File: src/rtl/boot_loader.sv
// boot_loader: receives a byte-serial program image (count, payload, XOR
// checksum), writes it word by word into instruction memory and holds the
// core in reset until a complete, checksum-verified image has been loaded.
module boot_loader #(
  parameter logic [15:0] BASE_ADDR   = 16'h0000,
  parameter int unsigned MAX_WORDS   = 256,
  parameter int unsigned TIMEOUT_CYC = 1024
) (
  input  logic        clk,
  input  logic        reset,
  input  logic [7:0]  rx_data,
  input  logic        rx_valid,
  output logic        rx_ready,
  input  logic        reload,
  output logic        im_we,
  output logic [15:0] im_addr,
  output logic [15:0] im_wdata,
  output logic        cpu_reset,
  output logic        done,
  output logic        error,
  output logic [15:0] words_loaded
);

  localparam int unsigned     TW      = $clog2(TIMEOUT_CYC + 1);
  localparam logic [TW-1:0]   TO_LAST = TW'(TIMEOUT_CYC - 1);
  localparam logic [16:0]     MAX_N   = 17'(MAX_WORDS);

  typedef enum logic [2:0] {
    S_CNT_HI = 3'd0,
    S_CNT_LO = 3'd1,
    S_DAT_HI = 3'd2,
    S_DAT_LO = 3'd3,
    S_CHK    = 3'd4,
    S_DONE   = 3'd5,
    S_ERR    = 3'd6
  } state_t;

  state_t        state_q, state_d;
  logic [7:0]    cnt_hi_q, cnt_hi_d;
  logic [15:0]   count_q, count_d;
  logic [7:0]    hi_q, hi_d;
  logic [7:0]    csum_q, csum_d;
  logic [TW-1:0] to_q, to_d;
  logic [15:0]   words_q, words_d;
  logic          rx_ready_q, rx_ready_d;
  logic          im_we_q, im_we_d;
  logic [15:0]   im_addr_q, im_addr_d;
  logic [15:0]   im_wdata_q, im_wdata_d;
  logic          cpu_reset_q, cpu_reset_d;
  logic          done_q, done_d;
  logic          error_q, error_d;

  logic          accept_s;
  logic          timed_s;
  logic [15:0]   n_rx_s;

  assign accept_s = rx_valid && rx_ready_q;
  assign timed_s  = (state_q == S_CNT_LO) || (state_q == S_DAT_HI) ||
                    (state_q == S_DAT_LO) || (state_q == S_CHK);
  assign n_rx_s   = {cnt_hi_q, rx_data};

  // Next-state, datapath updates and registered-output decode of the next state.
  always_comb begin
    state_d    = state_q;
    cnt_hi_d   = cnt_hi_q;
    count_d    = count_q;
    hi_d       = hi_q;
    csum_d     = csum_q;
    words_d    = words_q;
    im_we_d    = 1'b0;
    im_addr_d  = im_addr_q;
    im_wdata_d = im_wdata_q;

    // Inter-byte timeout: only while a frame is in progress.
    if (timed_s && !accept_s) begin
      to_d = to_q + TW'(1);
    end else begin
      to_d = '0;
    end

    case (state_q)
      S_CNT_HI: begin
        if (accept_s) begin
          cnt_hi_d = rx_data;
          state_d  = S_CNT_LO;
        end else begin
          state_d  = S_CNT_HI;
        end
      end
      S_CNT_LO: begin
        if (accept_s) begin
          count_d = n_rx_s;
          if ({1'b0, n_rx_s} > MAX_N) begin
            state_d = S_ERR;
          end else if (n_rx_s == 16'h0000) begin
            state_d = S_CHK;
          end else begin
            state_d = S_DAT_HI;
          end
        end else begin
          state_d = S_CNT_LO;
        end
      end
      S_DAT_HI: begin
        if (accept_s) begin
          hi_d    = rx_data;
          csum_d  = csum_q ^ rx_data;
          state_d = S_DAT_LO;
        end else begin
          state_d = S_DAT_HI;
        end
      end
      S_DAT_LO: begin
        if (accept_s) begin
          csum_d     = csum_q ^ rx_data;
          im_we_d    = 1'b1;
          im_wdata_d = {hi_q, rx_data};
          im_addr_d  = BASE_ADDR + {words_q[14:0], 1'b0};
          words_d    = words_q + 16'd1;
          if ((words_q + 16'd1) == count_q) begin
            state_d = S_CHK;
          end else begin
            state_d = S_DAT_HI;
          end
        end else begin
          state_d = S_DAT_LO;
        end
      end
      S_CHK: begin
        if (accept_s) begin
          if (rx_data == csum_q) begin
            state_d = S_DONE;
          end else begin
            state_d = S_ERR;
          end
        end else begin
          state_d = S_CHK;
        end
      end
      S_DONE, S_ERR: begin
        if (reload) begin
          state_d = S_CNT_HI;
          words_d = 16'h0000;
          csum_d  = 8'h00;
        end else begin
          state_d = state_q;
        end
      end
      default: begin
        state_d = S_CNT_HI;
      end
    endcase

    // A stalled frame aborts; an accept in the same cycle never reaches here.
    if (timed_s && !accept_s && (to_q == TO_LAST)) begin
      state_d = S_ERR;
    end else begin
      state_d = state_d;
    end

    rx_ready_d  = (state_d == S_CNT_HI) || (state_d == S_CNT_LO) ||
                  (state_d == S_DAT_HI) || (state_d == S_DAT_LO) ||
                  (state_d == S_CHK);
    cpu_reset_d = (state_d != S_DONE);
    done_d      = (state_d == S_DONE);
    error_d     = (state_d == S_ERR);
  end

  // State, datapath and output registers with synchronous reset.
  always_ff @(posedge clk) begin
    if (reset) begin
      state_q     <= S_CNT_HI;
      cnt_hi_q    <= 8'h00;
      count_q     <= 16'h0000;
      hi_q        <= 8'h00;
      csum_q      <= 8'h00;
      to_q        <= '0;
      words_q     <= 16'h0000;
      rx_ready_q  <= 1'b1;
      im_we_q     <= 1'b0;
      im_addr_q   <= BASE_ADDR;
      im_wdata_q  <= 16'h0000;
      cpu_reset_q <= 1'b1;
      done_q      <= 1'b0;
      error_q     <= 1'b0;
    end else begin
      state_q     <= state_d;
      cnt_hi_q    <= cnt_hi_d;
      count_q     <= count_d;
      hi_q        <= hi_d;
      csum_q      <= csum_d;
      to_q        <= to_d;
      words_q     <= words_d;
      rx_ready_q  <= rx_ready_d;
      im_we_q     <= im_we_d;
      im_addr_q   <= im_addr_d;
      im_wdata_q  <= im_wdata_d;
      cpu_reset_q <= cpu_reset_d;
      done_q      <= done_d;
      error_q     <= error_d;
    end
  end

  assign rx_ready     = rx_ready_q;
  assign im_we        = im_we_q;
  assign im_addr      = im_addr_q;
  assign im_wdata     = im_wdata_q;
  assign cpu_reset    = cpu_reset_q;
  assign done         = done_q;
  assign error        = error_q;
  assign words_loaded = words_q;

endmodule

File: config.mk
export PLATFORM = sky130hd
export DESIGN_NAME = boot_loader
export DESIGN_NICKNAME = d
export VERILOG_FILES = /design/src/rtl/boot_loader.sv
export SDC_FILE = /design/constraint.sdc
export NUM_CORES = 1
export LEC_CHECK = 0
export ABC_AREA = 1
export CAP_MARGIN = 10
export CORE_MARGIN = 4
export CORE_UTILIZATION = 55
export CTS_CLUSTER_SIZE = 28
export DETAILED_ROUTE_END_ITERATION = 10
export PLACE_DENSITY_LB_ADDON = 0.08
export SYNTH_ARGS = -nofsm -noshare
export SYNTH_HDL_FRONTEND = slang
export SYNTH_SLANG_ARGS = --single-unit
File: constraint.sdc
create_clock -name clk -period 2.33 [get_ports clk]
set_clock_uncertainty 0.05 [all_clocks]
set_input_delay 0.233 -clock clk [delete_from_list [all_inputs] [get_ports clk]]
set_output_delay 0.233 -clock clk [all_outputs]
set_load 0.02 [all_outputs]
==> impl_metrics.csv <==
group,metric,value,unit
outcome,outcome,"completed",
clock_network,clockBufferDepth,2,
clock_network,cts_tree,"built",
setup_path,required,2.56,ns
cells_and_area,seqCellArea,2130,µm²
setup_path,cp_top_family,"simple AND/OR/NAND/NOR gates",
placed_design,dp_slack,0.0955,ns
setup_path,crit_buf_inv,1,
logic_synthesis,syn_avg_cell_area,7.33,µm²
routing,drt_iter0_drc,195,
die,start_util,0.574,
clock_network,numCtsBuffers,9,
pwr,power.density,664,nW/µm²
pwr,power.internal,2.65,mW
routing,drc,0,
placed_design,dpl.cell_count,814,
setup_path,cp.arrival,2.40,ns
logic_synthesis,async_flop_share,0,
setup_path,crit_path_top_delay_cell,"dfxtp_4",
pwr,fin_total_pwr,3.89,mW
routing,vias_per_cell,5.51,
placed_design,place.gp.congestion,0.952,
routing,ant_nets,0,
die,ios,65,
timing,hold_viol_final,0,
logic_synthesis,synth_top_flop_cell,"dfxtp_1",
run,drv_cap,0,
die,coreArea,8300,µm²
routing,vias,4587,
setup_path,start_kind,"flop",
clock_network,ctsHoldBuffers,0,
grt,grt_antenna_before_repair,0,
clock_network,clk_latency,0.37,ns
setup_path,critPathCaptureType,"flop",
timing,fin_crit_sh,0.931,
routing,wl_per_cell,14.7,µm
pwr,sw_frac_of_total,0.319,
grt,first_global_vias,4275,
cells_and_area,antenna_cells,0,
cells_and_area,fin_nets,737,
grt,track_usage,0.247,
pwr,power.switching,1.24,mW
setup_path,slowest_delay,0.38,ns
pwr,p_comb_frac,0.192,
cells_and_area,final_core_util,0.707,
logic_synthesis,yosysTopAreaCellShare,0.446,
pwr,power_leakage,2.34,nW
grt,globalRouteOverflowTotal,0,
timing,slew_violations,0,
pwr,pwr-share-clk,0.281,
cells_and_area,multi_input_area,2320,µm²
die,fp.dieH,101,µm
logic_synthesis,synth_nets,664,
setup_path,critPathMostFrequentCell,"nand2_1",
timing,setup_ws,0.160,ns
clock_network,cts.sink_count,106,
logic_synthesis,yosys_warnings,0,
timing,fmax,0.461,GHz
grt,grt_max_degree,57,
cells_and_area,instances_no_fill,833,
placed_design,io_buffers,63,
timing,slew-limit-headroom,0.647,
grt,grt_first_pass_wirelength,20.3,mm
setup_path,crit_fanout,7,
die,rows,33,
logic_synthesis,netlist_area,4760,µm²
routing,firstDrtPassIters,5,
logic_synthesis,ys_seq_area_frac,0.446,
setup_path,crit_chain,"buf_6 > nand2_1 > nor2_4 > nand2_4 > o21ai_4 > nand2_2 > nand2_1 > nand2_1 > nor2_1 > nand3_1 > nand2_1 > nand2_1 > nand2_2 > nand2_1 > nand2_1 > nor2_1",
die,die-area,10200,µm²
timing,finalCriticalPeriod,2.17,ns
logic_synthesis,yosys-top-cells-area,"dfxtp_1 (45%), nand2_1 (8.7%), o21ai_0 (7.7%)",
timing,tns,0,ns
clock_network,root_buffer,"clkbuf_8",
placed_design,hpwl,9.13,mm
pwr,peakVddDrop,0.469,mV
pwr,power_frac_seq,0.527,
logic_synthesis,synthCells,650,
cells_and_area,nFillCells,701,
clock_network,cts-htree-levels,3,
logic_synthesis,synth_edf_count,0,
clock_network,cts.reportedPaths.clkPinSlew,0.11,ns
logic_synthesis,ys_ff_latch,106,
die,die_w,101,µm
cells_and_area,area_growth,23.2,%
timing,worst_pin_slew,0.528,ns
setup_path,crit_type,"reg2reg",
timing,setup_violations,0,
worst_hold_path,hold_class,"reg2reg",
logic_synthesis,synth.largest_area_cell,"dfxtp_1",
cells_and_area,drive_gt1_frac,0.111,
logic_synthesis,synth_cell_types,41,
routing,wl,12.2,mm
registers in the layout, summed over array words and instances (netlist names):
signal	cells
im_wdata	16
cpu_reset	1
to_q	11
error	1
rx_ready	1
done	1
state_q	3
csum_q	8
hi_q	8
im_addr	15
words_loaded	16
cnt_hi_q	8
count_q	16
im_we	1
Yosys cell counts (all sizes together) (4+ instances only):
master and count:
buf 5, nand4 11, inv 74, o31ai 5, xor2 10, nand2 118
a21oi 67, xnor2 4, o32ai 7, nor3 7, nand3 52, nor2 69
o21ai 75, clkbuf 18, dfxtp 106
cell type report:
cell class	instances	area share
Clock inverter	7	0.0107
Inverter	75	0.0480
Tap cell	105	0.0224
Clock buffer	9	0.0211
Sequential cell	106	0.364
Timing Repair Buffer	86	0.140
Multi-Input combinational cell	445	0.395
worst paths after layout:
check | startpoint | end | slack [ns] | cells after the start
max | words_loaded[1] | error | 0.16 | 16
min | to_q[0] | to_q[0] | 0.40 | 1
max reg2reg | words_loaded[1] | error | 0.16 | 16
min reg2reg | to_q[0] | to_q[0] | 0.40 | 1
power groups by stage:
| stage | clock network [mW] | registers, mW | logic (mW) |
|---|---|---|---|
| 6_report | 1.09 | 2.05 | 0.748 |
| 2_1_floorplan | 0 | 2.09 | 0.478 |
| 3_3_place_gp | 0 | 2.09 | 0.710 |
| 5_1_grt | 1.19 | 2.07 | 0.846 |
| 4_1_cts | 1.11 | 2.05 | 0.734 |
| 3_5_place_dp | 0 | 2.09 | 0.731 |
routing by layer:
metal | global-route usage | vias to the layer above | wire length (µm)
met3 | 0.0422 | 25 | 701
met1 | 0.316 | 2099 | 5220
li1 | - | 2308 | -
met4 | 0.0961 | 0 | 310
met2 | 0.412 | 155 | 6010
met5 | 0 | - | 0
cells in the final DEF, fill, tap and decap left out, drive strengths merged:
cell type	n
buf	23
o211a	1
conb	1
inv	77
and2	1
o32ai	7
dfxtp	106
or2	2
nand3b	3
a21oi	67
clkdlybuf4s50	63
a211oi	1
clkinvlp	1
o21ai	75
xor2	10
clkinv	4
nor2	69
nand2	118
clkbuf	9
o211ai	1
nand3	52
xnor2	4
a2111oi	1
a32o	3
xnor3	1
nor4	3
o31ai	5
ha	2
nand4	11
nor3	7
kinds of logic after synthesis:
| kind of cell | synth area share |
|---|---|
| and+or+nand+nor | 0.250 |
| AOI/OAI and AO/OA | 0.186 |
| DFF | 0.446 |
| buffers and inverters | 0.0817 |
| xor gates and xnor gates | 0.0313 |
| adders and majority gates | 0.00525 |
| other | 0.000787 |
through the flow:
step                hold WS, ns  instance area [µm²]
finish                    0.401                 5870
global route              0.439                 5870
CTS                       0.407                 5770
detailed placement        0.390                 5580
global placement          0.378                 5580
floorplan                 0.267                 4760
repair_timing:
item,in CTS,in global routing
setup endpoints to repair,0,11
setup buffers,0,3
resized for setup,0,25
(Power assumes the default switching activity.)
